<file path="src/rtl/reduce_gate_pipe_if.sv">
// Operand/result handshake bundle for the pipelined reduction gate.
// master drives operands and out_ready; slave is the gate itself.
interface reduce_gate_pipe_if #(
   parameter int WIDTH = 8
);
   logic             in_valid;
   logic             in_ready;
   logic [WIDTH-1:0] in_data;
   logic [2:0]       in_mode;
   logic             out_valid;
   logic             out_ready;
   logic             out_bit;
   logic [2:0]       out_mode;
   logic             out_err;
   logic             busy;

   modport master (
      output in_valid, in_data, in_mode, out_ready,
      input  in_ready, out_valid, out_bit, out_mode, out_err, busy
   );

   modport slave (
      input  in_valid, in_data, in_mode, out_ready,
      output in_ready, out_valid, out_bit, out_mode, out_err, busy
   );
endinterface

</file>
<file path="src/rtl/reduce_gate_pipe.sv">
// Pipelined WIDTH-input reduction gate (AND/OR/XOR and inversions) built as a
// registered binary tree with valid/ready flow control on both sides.
module reduce_gate_pipe #(
   parameter int WIDTH  = 8,
   parameter int LEVELS = $clog2(WIDTH)
) (
   input  logic clk,
   input  logic rst_n,
   reduce_gate_pipe_if.slave s_bus
);
   localparam int P  = 1 << LEVELS;
   localparam int NB = 2 * P - 1;

   typedef enum logic [1:0] {FN_AND, FN_OR, FN_XOR} fn_e;

   function automatic fn_e base_fn(input logic [2:0] mode);
      case (mode)
         3'd0, 3'd3: return FN_AND;
         3'd2, 3'd5: return FN_XOR;
         default:    return FN_OR;
      endcase
   endfunction

   function automatic logic red2(input fn_e fn, input logic a, input logic b);
      case (fn)
         FN_AND:  return a & b;
         FN_XOR:  return a ^ b;
         default: return a | b;
      endcase
   endfunction

   function automatic logic [P-1:0] low_ones();
      logic [P-1:0] m;
      m = '0;
      m[WIDTH-1:0] = '1;
      return m;
   endfunction

   localparam logic [P-1:0] PAD_MASK = ~low_ones();

   // All stages packed into one vector: stage k starts at bit 2P - 2*(P>>k).
   logic [LEVELS:0]         r_valid;
   logic [NB-1:0]           r_data;
   logic [3*(LEVELS+1)-1:0] r_mode;

   logic [LEVELS:0]         w_rdy;
   logic [LEVELS:0]         w_valid_nxt;
   logic [NB-1:0]           w_data_nxt;
   logic [3*(LEVELS+1)-1:0] w_mode_nxt;
   logic [P-1:0]            w_op;
   logic                    w_load0;

   // A stage can take new data if any stage from it to the output has a hole.
   for (genvar k = 0; k <= LEVELS; k++) begin : g_rdy
      assign w_rdy[k] = s_bus.out_ready || !(&r_valid[LEVELS:k]);
   end

   always_comb begin
      w_op = '0;
      w_op[WIDTH-1:0] = s_bus.in_data;
      if (base_fn(s_bus.in_mode) == FN_AND) w_op = w_op | PAD_MASK;
   end

   assign w_load0              = s_bus.in_valid && w_rdy[0];
   assign w_valid_nxt[0]       = w_rdy[0] ? s_bus.in_valid : r_valid[0];
   assign w_data_nxt[P-1:0]    = w_load0 ? w_op : r_data[P-1:0];
   assign w_mode_nxt[2:0]      = w_load0 ? s_bus.in_mode : r_mode[2:0];

   for (genvar k = 1; k <= LEVELS; k++) begin : g_lvl
      localparam int NI = P >> (k - 1);
      localparam int NO = P >> k;
      localparam int OI = 2 * P - 2 * NI;
      localparam int OO = 2 * P - 2 * NO;

      logic [NI-1:0] w_in;
      logic [NO-1:0] w_red;
      logic [2:0]    w_mode_up;
      fn_e           w_fn_up;
      logic          w_load;

      assign w_in      = r_data[OI +: NI];
      assign w_mode_up = r_mode[3*(k-1) +: 3];
      assign w_fn_up   = base_fn(w_mode_up);
      assign w_load    = r_valid[k-1] && w_rdy[k];

      for (genvar j = 0; j < NO; j++) begin : g_pair
         assign w_red[j] = red2(w_fn_up, w_in[2*j], w_in[2*j+1]);
      end

      assign w_valid_nxt[k]       = w_rdy[k] ? r_valid[k-1] : r_valid[k];
      assign w_data_nxt[OO +: NO] = w_load ? w_red : r_data[OO +: NO];
      assign w_mode_nxt[3*k +: 3] = w_load ? w_mode_up : r_mode[3*k +: 3];
   end

   always_ff @(posedge clk or negedge rst_n) begin
      if (!rst_n) begin
         r_valid <= '0;
         r_data  <= '0;
         r_mode  <= '0;
      end else begin
         r_valid <= w_valid_nxt;
         r_data  <= w_data_nxt;
         r_mode  <= w_mode_nxt;
      end
   end

   logic [2:0] w_mode_out;
   logic       w_err;
   logic       w_inv;

   assign w_mode_out = r_mode[3*LEVELS +: 3];
   assign w_err      = (w_mode_out == 3'd6) || (w_mode_out == 3'd7);
   assign w_inv      = (w_mode_out == 3'd3) || (w_mode_out == 3'd4) || (w_mode_out == 3'd5);

   // Result is forced to 0 when idle or reserved so it never carries stale data.
   assign s_bus.out_valid = r_valid[LEVELS];
   assign s_bus.out_bit   = r_valid[LEVELS] && !w_err && (r_data[NB-1] ^ w_inv);
   assign s_bus.out_mode  = w_mode_out;
   assign s_bus.out_err   = r_valid[LEVELS] && w_err;
   assign s_bus.busy      = |r_valid;
   assign s_bus.in_ready  = rst_n && w_rdy[0];
endmodule

</file>
<file path="src/flat_wrapper.sv">
// flat-port wrapper written by rule: the top's interface ports become plain ports
module reduce_gate_pipe_flat 
#(
   parameter int WIDTH  = 8,
   parameter int LEVELS = $clog2(WIDTH)
)
  (clk, rst_n, s_bus_in_valid, s_bus_in_data, s_bus_in_mode, s_bus_out_ready, s_bus_in_ready, s_bus_out_valid, s_bus_out_bit, s_bus_out_mode, s_bus_out_err, s_bus_busy);
  reduce_gate_pipe_if #(.WIDTH(WIDTH)) s_bus_i ();
  input  logic clk;
  input  logic rst_n;
  input wire logic [$bits(s_bus_i.in_valid)-1:0] s_bus_in_valid;
  input wire logic [$bits(s_bus_i.in_data)-1:0] s_bus_in_data;
  input wire logic [$bits(s_bus_i.in_mode)-1:0] s_bus_in_mode;
  input wire logic [$bits(s_bus_i.out_ready)-1:0] s_bus_out_ready;
  output wire logic [$bits(s_bus_i.in_ready)-1:0] s_bus_in_ready;
  output wire logic [$bits(s_bus_i.out_valid)-1:0] s_bus_out_valid;
  output wire logic [$bits(s_bus_i.out_bit)-1:0] s_bus_out_bit;
  output wire logic [$bits(s_bus_i.out_mode)-1:0] s_bus_out_mode;
  output wire logic [$bits(s_bus_i.out_err)-1:0] s_bus_out_err;
  output wire logic [$bits(s_bus_i.busy)-1:0] s_bus_busy;
  assign s_bus_i.in_valid = s_bus_in_valid;
  assign s_bus_i.in_data = s_bus_in_data;
  assign s_bus_i.in_mode = s_bus_in_mode;
  assign s_bus_i.out_ready = s_bus_out_ready;
  assign s_bus_in_ready = s_bus_i.in_ready;
  assign s_bus_out_valid = s_bus_i.out_valid;
  assign s_bus_out_bit = s_bus_i.out_bit;
  assign s_bus_out_mode = s_bus_i.out_mode;
  assign s_bus_out_err = s_bus_i.out_err;
  assign s_bus_busy = s_bus_i.busy;
  reduce_gate_pipe #(.WIDTH(WIDTH), .LEVELS(LEVELS)) u_core (.clk(clk), .rst_n(rst_n), .s_bus(s_bus_i));
endmodule
</file>
<file path="config.mk">
export PLATFORM = sky130hd
export DESIGN_NAME = reduce_gate_pipe_flat
export DESIGN_NICKNAME = d
export VERILOG_FILES = /design/src/rtl/reduce_gate_pipe_if.sv /design/src/rtl/reduce_gate_pipe.sv /design/src/flat_wrapper.sv
export SDC_FILE = /design/constraint.sdc
export NUM_CORES = 1
export LEC_CHECK = 0
export CORE_ASPECT_RATIO = 0.7
export CORE_UTILIZATION = 40
export CTS_BUF_LIST = sky130_fd_sc_hd__clkbuf_16
export DETAILED_ROUTE_END_ITERATION = 6
export PLACE_DENSITY_LB_ADDON = 0.1
export SLEW_MARGIN = 20
export SYNTH_ARGS = -nofsm -noshare
export SYNTH_HDL_FRONTEND = slang
export SYNTH_SLANG_ARGS = --single-unit
</file>
<file path="constraint.sdc">
create_clock -name clk -period 2.1 [get_ports clk]
set_input_delay 0.315 -clock clk [delete_from_list [all_inputs] [get_ports clk]]
set_output_delay 0.315 -clock clk [all_outputs]
set_load 0.02 [all_outputs]
</file>
# Yosys cells after proc, flatten, opt, wreduce, memory -nomap -nowiden
# Cells that the tools add are included.
# totals
word_cells	97
regBits	31
inputBits	15
# op_classes
bitwise_logic	22
mux	10
eq_ne	17
n_reduce_logical	36
# op_table
cell	n
$eq 3x2->1 const B	7
$eq 3x3->1 const B	7
$pmux 1 s2	7
$pmux 2 s2	3
$reduce_or 2->1	6
$logic_not 3->1	3
$logic_and 1x1->1	8
$xor 1x1->1	8
$and 1x1->1	7
$logic_or 1x1->1	7
$or 1x1->1	7
$eq 2x2->1 const B	3
$logic_not 2->1	3
$logic_not 1->1	5
$reduce_and 4->1	1
$reduce_or 4->1	1
$reduce_and 3->1	1
$reduce_and 2->1	1

# Longest topological paths before layout
# depth
ltp_word	5
mapped_depth	6

# Worst setup path after synthesis
# No wires, ideal clock.
# synth_timing
kind	register to register
startpoint	register u_core.r_valid[3]
endpoint	register u_core.r_data[0]
stages_incl_launch_ff	6
setup_slack_ns	0.607
arrival_time_ns	1.368
required_time_ns	1.975
cell_sequence	dfrtp_1 -> and2b_4 -> nand4_2 -> nand2_2 -> buf_8 -> mux2_4
# synth_between
elab_chain_cells	4
# synth_lines
element	line_no	text
start: declaration	reduce_gate_pipe.sv:42	logic [LEVELS:0] r_valid;
start signal: assignment	reduce_gate_pipe.sv:101	r_valid <= w_valid_nxt;
$reduce_and 4->1	reduce_gate_pipe.sv:55	assign w_rdy[k] = s_bus.out_ready || !(&r_valid[LEVELS:k]);
$logic_not 1->1	reduce_gate_pipe.sv:55	
$logic_or 1x1->1	reduce_gate_pipe.sv:55	
$logic_and 1x1->1	reduce_gate_pipe.sv:64	assign w_load0 = s_bus.in_valid && w_rdy[0];
end signal: assignment	reduce_gate_pipe.sv:102	r_data <= w_data_nxt;
end: declaration	reduce_gate_pipe.sv:43	logic [NB-1:0] r_data;
# Every way passes these cells.
# A chain may end at the register's enable or synchronous reset.

# Final worst setup path
# layout_timing
startpoint	input port s_bus_out_ready
endpoint	output port s_bus_in_ready
# layout_between
elab_chain_cells	2
# layout_lines
element	line_no	text
start: declaration	flat_wrapper.sv:14	input wire logic [$bits(s_bus_i.out_ready)-1:0] s_bus_out_ready;
$logic_or 1x1->1	reduce_gate_pipe.sv:55	
$logic_and 1x1->1	reduce_gate_pipe.sv:121	assign s_bus.in_ready = rst_n && w_rdy[0];
end: declaration	flat_wrapper.sv:15	output wire logic [$bits(s_bus_i.in_ready)-1:0] s_bus_in_ready;
# Every way passes these cells.

==> results.py <==
metrics = {
    "outcome": {
        "status": "finished, final reports clean",
    },
    "worst_setup_path": {
        "crit_fanout": 2,
        "crit_path_end": "s_bus_in_ready",
        "crit_chain": "clkdlybuf4s50_1 -> and2b_4 -> nand4_2 -> and2_1 -> dlygate4sd2_1",
        "worst_setup_path_end_kind": "primary output",
        "critPathKind": "in -> out",
        "worst-r2r-setup-slack_ns": 0.54,
        "slowest_stage": "clkdlybuf4s50_1",
        "max_stage_delay_ns": 0.41,
        "worst-path-buf-inv": 2,
        "worst_ep_required_time_ns": 1.78,
        "arrival_ns": 1.56,
        "critical_path.startpoint_type": "input pin",
        "crit_family": "buffers and inverters",
        "cp_num_cells": 5,
        "cp-startpoint": "s_bus_out_ready",
        "r2r_cells": 4,
        "r2r_end": "u_core.r_mode[6]",
        "worstReg2RegStart": "u_core.r_valid[3]",
    },
    "detailed_routing": {
        "antenna_left": 0,
        "drc": 0,
        "viasPerCell": 5.12,
        "drt_iter0_drc": 55,
        "drt_pre_antenna_iters": 4,
        "wire_per_inst_um": 13.0,
        "vias": 1264,
        "routed_wl_um": 3210,
    },
    "timing": {
        "clock_skew_ns": 0.00227,
        "period_share_pct": 89.4,
        "slew_headroom_pct": 71.8,
        "drv_slew": 0,
        "rsz0062_at_grt": "no",
        "finalHoldViolCount": 0,
        "setup_viol": 0,
        "finalSetupTns_ns": 0,
        "max_freq_ghz": 0.533,
        "tightest_slew_ns": 0.424,
        "period_minus_slack_ns": 1.88,
    },
    "placement": {
        "dp_cells": 241,
        "post_dp_cell_area_mm2": 0.00215,
        "port_buffers": 22,
        "place_hpwl_um": 2390,
        "routabilityCongestion": 0.705,
    },
    "clock_tree": {
        "worst_skew_pair.late_latency_ns": 0.27,
        "post_cts_resized": 2,
        "cts_buffer_depth": 2,
        "clkTransAtPathRegs_ns": 0.05,
        "post-cts-setup-buffers": 0,
        "clock-root-buffer": "clkbuf_16",
        "htree_num_levels": 2,
        "cts_hold_buf": 0,
        "clkSinkCount": 31,
        "cts_buffers": 5,
        "cts_tree": "built",
    },
    "synthesis": {
        "synth_cell_types": 39,
        "async_flop_share_pct": 100,
        "yosysSeqAreaShare_pct": 41.3,
        "syn_inst": 167,
        "synth_area_mm2": 0.00188,
        "synth_edf_count": 0,
        "syn_avg_cell_area_um2": 11.3,
        "synth_nets": 196,
        "ys_ff_latch": 31,
        "synth_top_flop_cell": "dfrtp_1",
        "yosys_warnings": 0,
    },
    "grt": {
        "grt_pass1_vias": 1158,
        "grt_max_degree": 32,
        "overflow": 0,
        "grt_usage_pct": 14.6,
        "antenna_found_initial": 0,
        "grt_pass1_wl_um": 5390,
    },
    "cells_and_area": {
        "finalInstanceArea_mm2": 0.00227,
        "synthToLayoutAreaGrowth_pct": 21.0,
        "fin_cells": 247,
        "diodes": 0,
        "drive_gt1_share_pct": 21.4,
        "utilization_pct": 51.4,
        "nets": 222,
    },
    "floorplan": {
        "die-area_mm2": 0.00498,
        "row_count": 20,
        "die_y_um": 59.3,
        "coreArea_mm2": 0.00443,
        "start_util_pct": 42.4,
        "die_w_um": 83.9,
        "ioPinCount": 23,
    },
    "power": {
        "ir_worst_vdd_v": 0.000382,
        "clkPwrFrac_pct": 25.9,
        "pwr-share-seq_pct": 38.1,
        "pwr-share-comb_pct": 36.0,
        "p_int_w": 0.00169,
        "p_switching_w": 0.000824,
        "p_sw_share_pct": 32.8,
        "p_per_area_mw_per_mm2": 1100,
        "power.leakage_nw": 1.11,
    },
    "hold_path": {
        "min_path_type": "in -> async",
    },
    "job": {
        "maxCapViolations": 0,
    },
}
==> cells in the final DEF, fill, tap and decap left out, types with 2 or more instances in the layout <==
cell and count:
o221a_2 2, clkdlybuf4s50_1 19, o31ai_1 4, nor2_1 5, inv_1 18, buf_4 4
o21ai_0 2, or3_1 3, a21oi_1 5, mux2_4 10, nand2b_1 4, dfrtp_1 31
nand2_1 17, a211oi_1 4, nor2b_4 2, mux2_2 10, ha_1 14, o211a_1 5
mux2_1 2, and2_1 2, nor2b_1 2, a22oi_1 2, clkbuf_16 5, dlygate4sd2_1 2
a2bb2oi_1 2
==> flip-flops by register name, summed over array words and instances (netlist names) <==
name and count:
u_core.r_data 15, u_core.r_valid 4, u_core.r_mode 12
==> cell usage after synthesis (all sizes together) (2+ instances only) <==
master	instances	area, um2
nand2	18	70.1
o221a	2	22.5
inv	17	63.8
nand2b	4	25.0
a211oi	4	30.0
o21ai	2	10.0
mux2	22	285
nor2b	4	40.0
dfrtp	31	776
nor2	5	18.8
a2bb2oi	2	17.5
buf	8	72.6
o31ai	5	42.5
or3	3	18.8
a21oi	5	25.0
and2	2	12.5
o211a	5	50.1
ha	14	175
a22oi	3	27.5
==> power by group through the flow <==
stage          clock [W]  combinational, W  sequential [W]
2_1_floorplan          0          0.000724        0.000900
3_3_place_gp           0          0.000887        0.000959
3_5_place_dp           0          0.000912        0.000966
4_1_cts         0.000671          0.000917        0.000957
5_1_grt         0.000699           0.00101        0.000987
6_report        0.000649          0.000904        0.000957
==> stage by stage <==
step	setup slack, ns	hold WS, ns	power (W)
after floorplan	0.607	0.0194	0.00162
after global placement	0.00308	0.499	0.00185
after detailed placement	0.0128	0.515	0.00188
after CTS	0.0267	0.477	0.00255
after global routing	0.162	0.505	0.00270
final	0.223	0.461	0.00251
==> routing by layer <==
layer  GRT usage, %  wire [um]
met1           19.0       1690
met2           22.0       1360
met3           5.85        127
met4           5.91         35
met5              0          0
==> worst min path at each step <==
stage	startpoint	to	slack (ns)	cells past startpoint
after global routing	rst_n	u_core.r_valid[2]	0.50	2
final	rst_n	u_core.r_valid[2]	0.46	2
after floorplan	rst_n	u_core.r_data[0]	0.02	0
after CTS	rst_n	u_core.r_valid[2]	0.48	2
after global placement	u_core.r_data[9]	u_core.r_data[9]	0.50	2
after detailed placement	u_core.r_data[9]	u_core.r_data[9]	0.51	2
==> final cells by class <==
cell class              instances  area [um2]
clock buffers                   5         125
clock inverters                 1        3.75
fillers                       400        2150
inverters                      17        63.8
multi-input cells             111         967
flip-flops and latches         31         776
well taps                      55        68.8
repair buffers                 27         270
==> logic make-up after synthesis <==
logic type                 after synthesis  share of synthesized area (%)
buffers and inverters                   25                           7.26
xor gates and xnor gates                 2                          0.932
muxes                                   22                           15.2
and+or+nand+nor                         43                           13.1
DFF                                     31                           41.3
adders and majority gates               14                           9.32
AOI/OAI and AO/OA                       30                           13.0
==> worst reg2reg max path, delay by kind of cell, from the launching register on <==
family,cells,cell delay [ns]
mux,1,0.38
compound gates,1,0.32
simple gates,1,0.19
flops,1,0.42
buf+inv,1,0.14
Note: power is estimated with default switching activity, not from simulation.
